**config.mk**
```make
export PLATFORM = sky130hd
export DESIGN_NAME = tt_sweep_ctrl
export DESIGN_NICKNAME = d
export VERILOG_FILES = /design/src/rtl/tt_sweep_ctrl.sv
export SDC_FILE = /design/constraint.sdc
export NUM_CORES = 1
export LEC_CHECK = 0
export ABC_AREA = 0
export CORE_AREA = 10 10 102 104
export DETAILED_ROUTE_END_ITERATION = 10
export DIE_AREA = 0 0 112 114
export PLACE_DENSITY = 0.53
export SLEW_MARGIN = 30
export SYNTH_ARGS = -nofsm -noshare
export SYNTH_HDL_FRONTEND = slang
export SYNTH_SLANG_ARGS = --single-unit
export TNS_END_PERCENT = 50
```
**constraint.sdc**
```tcl
create_clock -name clk -period 2.4 [get_ports clk]
set_input_delay 0.48 -clock clk [delete_from_list [all_inputs] [get_ports clk]]
set_output_delay 0.48 -clock clk [all_outputs]
set_load 0.05 [all_outputs]
```
**src/rtl/tt_sweep_ctrl.sv**
```systemverilog
// tt_sweep_ctrl: steps a shared 3-input evaluator through all 8 input
// combinations. Both outputs are captured into truth tables, which are
// compared against expected tables latched when the sweep is accepted.
module tt_sweep_ctrl #(
    parameter int unsigned SETTLE_CYCLES = 1
) (
    input  logic       clk,
    input  logic       rst_n,
    input  logic       start,
    input  logic       abort,
    input  logic [7:0] exp_sop,
    input  logic [7:0] exp_pos,
    output logic       eval_a,
    output logic       eval_b,
    output logic       eval_c,
    input  logic       eval_sop,
    input  logic       eval_pos,
    output logic       busy,
    output logic       done,
    output logic [7:0] sop_tt,
    output logic [7:0] pos_tt,
    output logic       mismatch,
    output logic [2:0] first_fail_idx
);

    typedef enum logic [1:0] {
        S_IDLE,
        S_WAIT,
        S_SAMPLE,
        S_DONE
    } state_t;

    localparam logic [3:0] SETTLE_LAST = 4'(SETTLE_CYCLES - 1);

    state_t     state_q;
    state_t     state_d;
    logic [2:0] idx_q;
    logic [3:0] settle_q;
    logic [7:0] exp_sop_q;
    logic [7:0] exp_pos_q;
    logic [7:0] diff;
    logic [2:0] first_diff;

    // State register
    always_ff @(posedge clk or negedge rst_n) begin
        if (!rst_n) begin
            state_q <= S_IDLE;
        end else begin
            state_q <= state_d;
        end
    end

    // Next-state logic; abort takes priority over start and over sampling
    always_comb begin
        state_d = state_q;
        case (state_q)
            S_IDLE: begin
                if (start && !abort) state_d = S_WAIT;
            end
            S_WAIT: begin
                if (abort)                        state_d = S_IDLE;
                else if (settle_q == SETTLE_LAST) state_d = S_SAMPLE;
            end
            S_SAMPLE: begin
                if (abort)              state_d = S_IDLE;
                else if (idx_q == 3'd7) state_d = S_DONE;
                else                    state_d = S_WAIT;
            end
            S_DONE: begin
                state_d = S_IDLE;
            end
            default: state_d = S_IDLE;
        endcase
    end

    // Compare the completed tables (last bit taken live from the evaluator)
    // so the verdict can be registered on the SAMPLE->DONE edge
    always_comb begin
        diff       = ({eval_sop, sop_tt[6:0]} ^ exp_sop_q) |
                     ({eval_pos, pos_tt[6:0]} ^ exp_pos_q);
        first_diff = '0;
        for (int unsigned i = 8; i > 0; i--) begin
            if (diff[i-1]) first_diff = 3'(i - 1);
        end
    end

    // Sweep datapath: index, settle counter, captured tables and verdict
    always_ff @(posedge clk or negedge rst_n) begin
        if (!rst_n) begin
            idx_q          <= '0;
            settle_q       <= '0;
            exp_sop_q      <= '0;
            exp_pos_q      <= '0;
            sop_tt         <= '0;
            pos_tt         <= '0;
            mismatch       <= 1'b0;
            first_fail_idx <= '0;
        end else begin
            case (state_q)
                S_IDLE: begin
                    if (start && !abort) begin
                        idx_q          <= '0;
                        settle_q       <= '0;
                        exp_sop_q      <= exp_sop;
                        exp_pos_q      <= exp_pos;
                        sop_tt         <= '0;
                        pos_tt         <= '0;
                        mismatch       <= 1'b0;
                        first_fail_idx <= '0;
                    end
                end
                S_WAIT: begin
                    if (!abort) settle_q <= settle_q + 4'd1;
                end
                S_SAMPLE: begin
                    if (!abort) begin
                        sop_tt[idx_q] <= eval_sop;
                        pos_tt[idx_q] <= eval_pos;
                        settle_q      <= '0;
                        if (idx_q == 3'd7) begin
                            mismatch       <= |diff;
                            first_fail_idx <= first_diff;
                        end else begin
                            idx_q <= idx_q + 3'd1;
                        end
                    end
                end
                default: ;
            endcase
        end
    end

    // Evaluator drive and status flags decoded from the state
    always_comb begin
        busy = (state_q == S_WAIT) || (state_q == S_SAMPLE);
        done = (state_q == S_DONE);
        case (state_q)
            S_IDLE:  {eval_a, eval_b, eval_c} = 3'b000;
            S_DONE:  {eval_a, eval_b, eval_c} = 3'b111;
            default: {eval_a, eval_b, eval_c} = idx_q;
        endcase
    end

endmodule
```
After elaboration in Yosys (flattened, before gate mapping)
Index checks and enable logic that the tools add are counted.

Register bits after elaboration: 45. Bits in latches: 0. Bits in writable memories: 0. Bits in read-only memories: 0. Input bits: 22. Logic and storage cells: 82. Memories: 0.

$add $sub $neg: 2. Multiply operators: 0. Divide/modulo/power cells: 0. $lt $le $gt $ge: 2. Eq/ne operators: 10. Shift operators: 0. Mux-type cells: 41. Bitwise operators: 3. Reductions and logical operators: 15.

Operators with widths (number): 3-bit 2-to-1 mux (13); 8-bit case mux with 2 select lines (2); 8-bit 2-to-1 mux (3); 8-bit bitwise mux (2); 8-bit XOR (2); 4-bit 2-to-1 mux (3); 3-bit case mux with 2 select lines (2); 4-bit case mux with 3 select lines (1); 4-bit AND reduction (3); 2-bit 2-to-1 mux (5); 2-bit != test (second input constant) (5); 8-bit bitwise OR (1); 1-bit case mux with 2 select lines (4); 2-bit case mux with 4 select lines (1); 8-bit OR reduction (1); 4-bit by 1-bit adder with 4-bit output (second input constant) (1); 2-bit == test (second input constant) (2); 4-bit zero test (1); 3-bit by 4-bit less-than comparator with 1-bit output (second input constant) (1); 1-bit 2-to-1 mux (4); 2-bit AND reduction (2); 3-bit by 1-bit adder with 3-bit output (second input constant) (1); 1-bit demux with 3-bit select (1); 3-bit == test (second input constant) (1); other kinds (10) (11).

Depth between registers and ports, before layout
Gate-level depths: netlist of the first run.

Depth after elaboration: 13. Gate-level depth with buffers: 8.

Worst setup path after synthesis of the first run
Ideal clock, no wire load.

Path kind: register to output. Start point: register state_q[0]. End point: output port eval_a. Arrival: 1577 ps. Data required time: 1920 ps. Slack: 343 ps. Stages on the path, launching flop included: 5. Buffers on the path: 0. Path through: dfrtp_1 inv_1 ha_1 nand2b_1 nand2_1.

Longest elaborated chain between the ends: 2. Elaborated cells on any way between the ends: 3.

RTL lines: from (decl) (line 35) `state_t state_q;`; from (signal assigned) (line 49) `state_q <= state_d;`; 2-bit == test / 2-bit zero test (equally long branches) (line 137) `case (state_q)`; 1-bit case mux with 2 select lines * (line 137); to (decl) (line 13) `output logic eval_a,`.

Every way passes the cells marked *; elsewhere a longest branch is shown, timed or not.

Final worst setup path of the first run
Start point: register state_q[0]. End point: output port eval_c.

Longest elaborated chain between the ends: 2. Elaborated cells on any way between the ends: 3.

RTL lines: 2-bit == test / 2-bit zero test (equally long branches) (line 137); 1-bit case mux with 2 select lines * (line 137); to (decl) (line 15) `output logic eval_c,`.

Marked as above.

==> impl_results.md, run 1 <==
- TritonCTS clock tree: yes
- Cell internal power dissipation: around 1.8 mW
- H-tree depth reported by CTS: 2
- Total length of routed wires: around 5.8 mm
- Actual transition at the worst max-transition pin: between 500 and 600 ps
- Detailed-routing iteration count for the pre-antenna-repair pass: 4
- Final net count: 302
- Overflow left after global routing: 0
- Number of synthesized flops with an enable pin: 0
- Share of layout cells above drive strength 1: 0.150
- Count of final hold-check violations: 0
- Clock tree sinks: 45
- Vias/cell: 4.76
- Most used cells in the layout excluding fill and tap cells: sky130_fd_sc_hd__dfrtp_1 (45), sky130_fd_sc_hd__clkdlybuf4s50_1 (40), sky130_fd_sc_hd__inv_1 (22), sky130_fd_sc_hd__mux2_2 (18)
- Hold buffers post-CTS: 0
- CTS Buf Count: 5
- Total power draw: 3.08 mW
- Largest net degree at the start of global routing: between 40 and 50
- Fill cell count: 842
- Share of power burned in the clock network: 0.171
- Distinct cell type count of the synthesized netlist: 42
- Antenna fix cells: 0
- Share of the yosys chip area belonging to registers: 0.479
- Detail Placement HPWL: 4.35 mm
- Final instance count without filler cells: about 380
- Sum of met2 wire segment lengths after detailed routing: 2.68 mm
- Power per cell area: slightly above 1000 nW/um^2
- Ratio of final minimum period to clock period: 0.869
- Detailed route wirelength on metal3: between 300 and 400 um
- WL per Instance: ~15 um
- # port buffers: 46
- Kind of critical path: reg2out
- Detailed-route wire length on metal 1: between 2 and 3 mm
- Synth Flop Type: sky130_fd_sc_hd__dfrtp_1
- 1st-iter DRT viols: 77
- Area of combinational cells with multiple inputs: between 1000 and 1500 um^2
- Mean post-synth cell area: 10.6 um^2
- Total GRT Usage: 0.0929
- Initial Utilization: 0.278
- Number of placed instances, taps included: about 370
- Setup repair after global routing missed its margin: no
- Achievable frequency: 480 MHz
- Vias in the first global route: ~1,800
- Max FO, Critical Path: 5
- Arr. time, crit path: 1600 ps
- Hold_ws: between 200 and 300 ps
- Highest metal used: met4
- Share of total power in combinational logic: 0.454
- Initial antenna violation count: 0
- First-pass GRT wire length: a little under 10 mm
- Floorplan row count: 34
- Synth Net Count: 252
- Proportion of power drawn by flip-flops and latches: 0.375
- Slew Limit Headroom: 0.617
- Fraction of power spent switching nets: 0.404
- Post-route clock skew: 5.75 ps
- Switching power: ~1.2 mW
- Syn Std Cell Area: about 2300 um^2
- Max Cap Violations: 0
- Clk Latency, worst-skew pair: ~300 ps
- Die area: about 13,000 um^2
- Setup TNS: 0 ps
- Worst supply voltage drop on vdd: ~0.00074 V
- Final weighted congestion in routability-driven placement: a little under 0.8
- Post-route minimum period: approximately 2100 ps
- Via total after detailed routing: 1,814
- Width of the chip: 112 um
- Number of buffers between clock root and the deepest sink: 2
- Most common cell after layout, fill and taps aside: sky130_fd_sc_hd__dfrtp_1
- Number of setup buffers added after CTS: 0
- Number of cells upsized or downsized after cts: 0
- Crit end category: primary output
- Core region area: between 8000 and 9000 um^2
- Count of final max-slew check failures: 0
- Layout area overhead: 30.0%
- Count of final setup violators: 0
- Post-synthesis register bit count: 45
- Post-DRT Antenna Nets: 0
- IO Pins: 47
- DRC violation count after routing: 0
- Synth Instances: around 220
- Critical Path RT: 1920 ps
- Root buffer cell: sky130_fd_sc_hd__clkbuf_8
- Register Area: between 1000 and 1500 um^2
- HP Class: in2async
- Startpoint type of the worst setup path: register
- Leak: between 1 and 1.5 nW
- Post-synthesis async set-or-reset flop share: 1.00
- Clock transition time at the flip-flop clock pins of the worst setup and hold paths: roughly 90 ps
- Synth warn: 0
- Vertical die dimension: about 110 um
- Result of the run: finished clean
==> synth_stat cells, types with 2 or more instances <==
library cell,instances,area share
sky130_fd_sc_hd__or3b_2,2,0.0075
sky130_fd_sc_hd__clkbuf_1,2,0.0032
sky130_fd_sc_hd__a22o_1,5,0.019
sky130_fd_sc_hd__o22ai_1,16,0.043
sky130_fd_sc_hd__nand3b_1,3,0.0096
sky130_fd_sc_hd__nand2b_1,4,0.011
sky130_fd_sc_hd__nor4_1,3,0.0080
sky130_fd_sc_hd__ha_1,8,0.043
sky130_fd_sc_hd__xnor2_1,6,0.022
sky130_fd_sc_hd__mux2_2,18,0.086
sky130_fd_sc_hd__o41ai_1,2,0.0075
sky130_fd_sc_hd__nor2_1,4,0.0064
sky130_fd_sc_hd__nand2_1,16,0.026
sky130_fd_sc_hd__nand3_1,4,0.0085
sky130_fd_sc_hd__xor2_1,14,0.052
sky130_fd_sc_hd__o31ai_1,3,0.0096
sky130_fd_sc_hd__a32o_1,2,0.0085
sky130_fd_sc_hd__buf_2,3,0.0064
sky130_fd_sc_hd__or2_2,3,0.0080
sky130_fd_sc_hd__inv_1,22,0.035
sky130_fd_sc_hd__o21ai_0,7,0.015
sky130_fd_sc_hd__dfrtp_1,45,0.48
sky130_fd_sc_hd__and2_1,2,0.0053
sky130_fd_sc_hd__a21oi_1,10,0.021
==> cells by family after synthesis <==
kind of cell,after synthesis,share of synthesized area
and+or+nand+nor,49,0.113
AOI/OAI and AO/OA,52,0.148
muxes,19,0.0905
xor gates and xnor gates,20,0.0745
DFF,45,0.479
adders and majority gates,8,0.0426
buffers and inverters,29,0.0527
==> worst paths after layout <==
path | start | to | slack [ps] | cells past startpoint
min in group clk | first_fail_idx[2] | first_fail_idx[2] | 520 | 1
setup reg to reg | state_q[0] | idx_q[0] | 450 | 6
max in group asynchronous | rst_n | exp_sop_q[7] | 1750 | 2
hold reg to reg | first_fail_idx[2] | first_fail_idx[2] | 520 | 1
hold / removal | rst_n | exp_pos_q[0] | 260 | 2
setup / recovery | state_q[0] | eval_c | 320 | 5
==> worst max-delay path: stages (launching register included) <==
cell and delay [ps]:
sky130_fd_sc_hd__dfrtp_1 400, sky130_fd_sc_hd__inv_1 80, sky130_fd_sc_hd__ha_1 350, sky130_fd_sc_hd__nand2b_1 200
sky130_fd_sc_hd__nand2_1 130, sky130_fd_sc_hd__buf_12 140
==> flip-flops by register name (all words and copies together) (netlist names) <==
signal,flops
exp_pos_q,8
exp_sop_q,8
first_fail_idx,3
idx_q,3
mismatch,1
pos_tt,8
settle_q,4
sop_tt,8
state_q,2
==> layer usage <==
metal  track usage  up-vias
met5             0        -
met4        0.0279        0
met3        0.0346        5
met1         0.118      879
met2         0.143       36
li1              -      894
==> power groups by stage <==
| stage | logic, mW | registers, mW | clock network (mW) |
|---|---|---|---|
| 2_1_floorplan | 0.980 | 1.19 | 0 |
| 3_3_place_gp | 1.40 | 1.16 | 0 |
| 3_5_place_dp | 1.41 | 1.17 | 0 |
| 4_1_cts | 1.41 | 1.16 | 0.548 |
| 5_1_grt | 1.55 | 1.19 | 0.577 |
| 6_report | 1.40 | 1.16 | 0.526 |
==> final cells by class <==
| type | count | area share |
|---|---|---|
| Sequential cell | 45 | 0.369 |
| Tap cell | 108 | 0.0442 |
| Clock inverter | 1 | 0.00164 |
| Inverter | 22 | 0.0270 |
| Clock buffer | 7 | 0.0315 |
| Timing Repair Buffer | 50 | 0.167 |
| Multi-Input combinational cell | 148 | 0.360 |
==> per-stage QoR <==
stage,utilization,cell area [um^2],worst slack [ps]
after global placement,0.349,2950,271
after floorplan,-,2350,343
final,0.361,3060,315
after global routing,0.361,3060,178
after CTS,0.361,3060,289
after detailed placement,0.349,2950,297
(Power assumes the default switching activity.)
==> inputs of run 2 (changes only) <==
- CELL_PAD_IN_SITES_DETAIL_PLACEMENT: unset -> 1
- CELL_PAD_IN_SITES_GLOBAL_PLACEMENT: unset -> 1
- PLACE_DENSITY: 0.53 -> 0.63
==> run 2 against run 1 <==
Critical path depth is the same. Non-clock buffer count did not move. Setup slack better by 3.8 ps. Wire length is 7.1% higher. Largest cell class unchanged.
==> impl_results.md, run 2 (synthesis gave the netlist of run 1 again) <==
- Worst-path cell with the longest stage delay: sky130_fd_sc_hd__dfrtp_1
- Clock tree sinks: 45 (unchanged)
- Crit-path leading delay family: flip-flops
- Total GRT Usage: 0.100 (+0.00701)
- Final Util: 0.365 (+0.00370)
- Post-route clock skew: 8.47 ps (+2.72 ps)
- Final net count: 302 (unchanged)
- Number of buffers between clock root and the deepest sink: 2 (unchanged)
- Startpoint type of the worst setup path: register
- Cell-by-cell trace of the critical path: inv_1 -> ha_1 -> nand2b_1 -> nand2_1 -> buf_12
- Critical Path RT: 1920 ps (about the same)
- Clk Latency, worst-skew pair: 290 ps (about the same)
- Width of the chip: 112 um (unchanged)
- Power per cell area: 1030 nW/um^2 (+2.4%)
- Switching power: 1.27 mW (+2.1%)
- HP Class: in2async
- Number of cells upsized or downsized after cts: 0 (unchanged)
- Fill cell count: 952 (+13%)
- Post-route minimum period: 2080 ps (-3.75 ps)
- Cell internal power dissipation: 1.92 mW (+4.3%)
- DRC violation count after routing: 0 (unchanged)
- Vertical die dimension: 114 um (unchanged)
- Root buffer cell: sky130_fd_sc_hd__clkbuf_8
- Crit end category: primary output
- Share of layout cells above drive strength 1: 0.150 (unchanged)
- Via total after detailed routing: 1,855 (+2.3%)
- Number of setup buffers added after CTS: 0 (unchanged)
- Buffers and inverters on the worst path: 2 (unchanged)
- Leak: 1.32 nW (+0.59%)
- Fraction of power spent switching nets: 0.398 (-0.00529)
- Share of total power in combinational logic: 0.445 (-0.009)
- Slew Limit Headroom: 0.604 (-0.0131)
- Kind of critical path: reg2out
- 1st-iter DRT viols: 61 (-21%)
- # port buffers: 46 (unchanged)
- TritonCTS clock tree: yes
- Vias/cell: 4.87 (+2.3%)
- Arr. time, crit path: 1600 ps (about the same)
- Max Cap Violations: 0 (unchanged)
- Floorplan row count: 34 (unchanged)
- Hold buffers post-CTS: 0 (unchanged)
- Vias in the first global route: 1,980 (+7.8%)
- Clock transition time at the flip-flop clock pins of the worst setup and hold paths: 90 ps (about the same)
- Layout area overhead: 31.4%
- Proportion of power drawn by flip-flops and latches: 0.365 (-0.010)
- Actual transition at the worst max-transition pin: 588 ps (+14.2 ps)
- Share of power burned in the clock network: 0.190 (+0.019)
- Die area: 12,800 um^2 (unchanged)
- H-tree depth reported by CTS: 2 (unchanged)
- Core region area: 8470 um^2 (unchanged)
- IO Pins: 47 (unchanged)
- Most common cell after layout, fill and taps aside: sky130_fd_sc_hd__dfrtp_1
- Ratio of final minimum period to clock period: 0.867 (-0.00156)
- Antenna fix cells: 0 (unchanged)
- Detail Placement HPWL: 4.92 mm (+13%)
- Total length of routed wires: 6.25 mm (+7.1%)
- Worst path max stage delay: 410 ps (about the same)
- Hold_ws: 173 ps (-90.9 ps)
- Final weighted congestion in routability-driven placement: 0.834 (+5.2%)
- Overflow left after global routing: 0 (unchanged)
- Setup repair after global routing missed its margin: no
- Worst supply voltage drop on vdd: 0.000921 V (+25%)
- Setup TNS: 0 ps (unchanged)
- Detailed-routing iteration count for the pre-antenna-repair pass: 4 (unchanged)
- Count of final setup violators: 0 (unchanged)
- Achievable frequency: 481 MHz (+0.18%)
- Initial antenna violation count: 0 (unchanged)
- Post-DRT Antenna Nets: 0 (unchanged)
- Most used cells in the layout excluding fill and tap cells: sky130_fd_sc_hd__dfrtp_1 (45), sky130_fd_sc_hd__clkdlybuf4s50_1 (40), sky130_fd_sc_hd__inv_1 (22), sky130_fd_sc_hd__mux2_2 (18)
- CTS Buf Count: 5 (unchanged)
- Count of final hold-check violations: 0 (unchanged)
- Max FO, Critical Path: 5 (unchanged)
- First-pass GRT wire length: 10.5 mm (+6.8%)
- WL per Instance: 16.4 um (+7.1%)
- Result of the run: finished clean
- Initial Utilization: 0.278 (unchanged)
- Count of final max-slew check failures: 0 (unchanged)
- Largest net degree at the start of global routing: 24 (-48%)
==> run 2: cell types whose count changed in the layout (fill, tap and decap cells not counted), sizes merged <==
cell and change:
bufinv +1, clkinvlp +1, clkinv -1, clkbuf -1
==> run 2: final timing paths <==
path | from | to | slack, ps | cells past startpoint
setup / recovery | state_q[1] | eval_a | 320 | 5
hold / removal | rst_n | first_fail_idx[2] | 170 | 1
setup reg to reg | state_q[1] | idx_q[0] | 460 | 6
hold reg to reg | first_fail_idx[0] | first_fail_idx[0] | 510 | 2
max in group asynchronous | rst_n | idx_q[2] | 1710 | 2
min in group clk | first_fail_idx[0] | first_fail_idx[0] | 510 | 2
==> run 2: final cells by class <==
class                           count  area, um^2  area share
Clock buffer                        6        82.6      0.0268
Timing Repair Buffer               50         523       0.169
Sequential cell                    45        1130       0.365
Inverter                           22        82.6      0.0268
Multi-Input combinational cell    148        1100       0.356
Tap cell                          108         135      0.0438
Clock inverter                      2        37.5      0.0122
==> run 2: layer usage <==
layer  wire [um]  GRT usage  vias up
met5           0          0        -
met4          49     0.0254        0
met3         290     0.0294        2
met2        3020      0.168       42
met1        2880      0.123      925
li1            -          -      886
==> run 2: power groups by stage <==
| stage | clock (mW) | sequential (mW) | combinational (mW) |
|---|---|---|---|
| 2_1_floorplan | 0 | 1.19 | 0.980 |
| 3_3_place_gp | 0 | 1.18 | 1.40 |
| 3_5_place_dp | 0 | 1.19 | 1.44 |
| 4_1_cts | 0.625 | 1.17 | 1.44 |
| 5_1_grt | 0.666 | 1.20 | 1.57 |
| 6_report | 0.604 | 1.16 | 1.42 |
==> run 2: per-stage QoR <==
stage | setup WS [ps] | power [mW] | std cells | instance area (um^2)
floorplan | 343 | 2.17 | 222 | 2350
global placement | 212 | 2.58 | 373 | 2970
detailed placement | 213 | 2.62 | 373 | 2970
CTS | 302 | 3.24 | 381 | 3090
global route | 194 | 3.43 | 381 | 3090
finish | 319 | 3.19 | 381 | 3090
==> run 2: worst reg2reg max path, cell delays in order (launching register included) <==
cell                      delay (ps)
sky130_fd_sc_hd__dfrtp_1         430
sky130_fd_sc_hd__inv_1            90
sky130_fd_sc_hd__ha_1            310
sky130_fd_sc_hd__mux2i_1         150
sky130_fd_sc_hd__or2_1           360
sky130_fd_sc_hd__a21o_1          240
sky130_fd_sc_hd__mux2_2          260
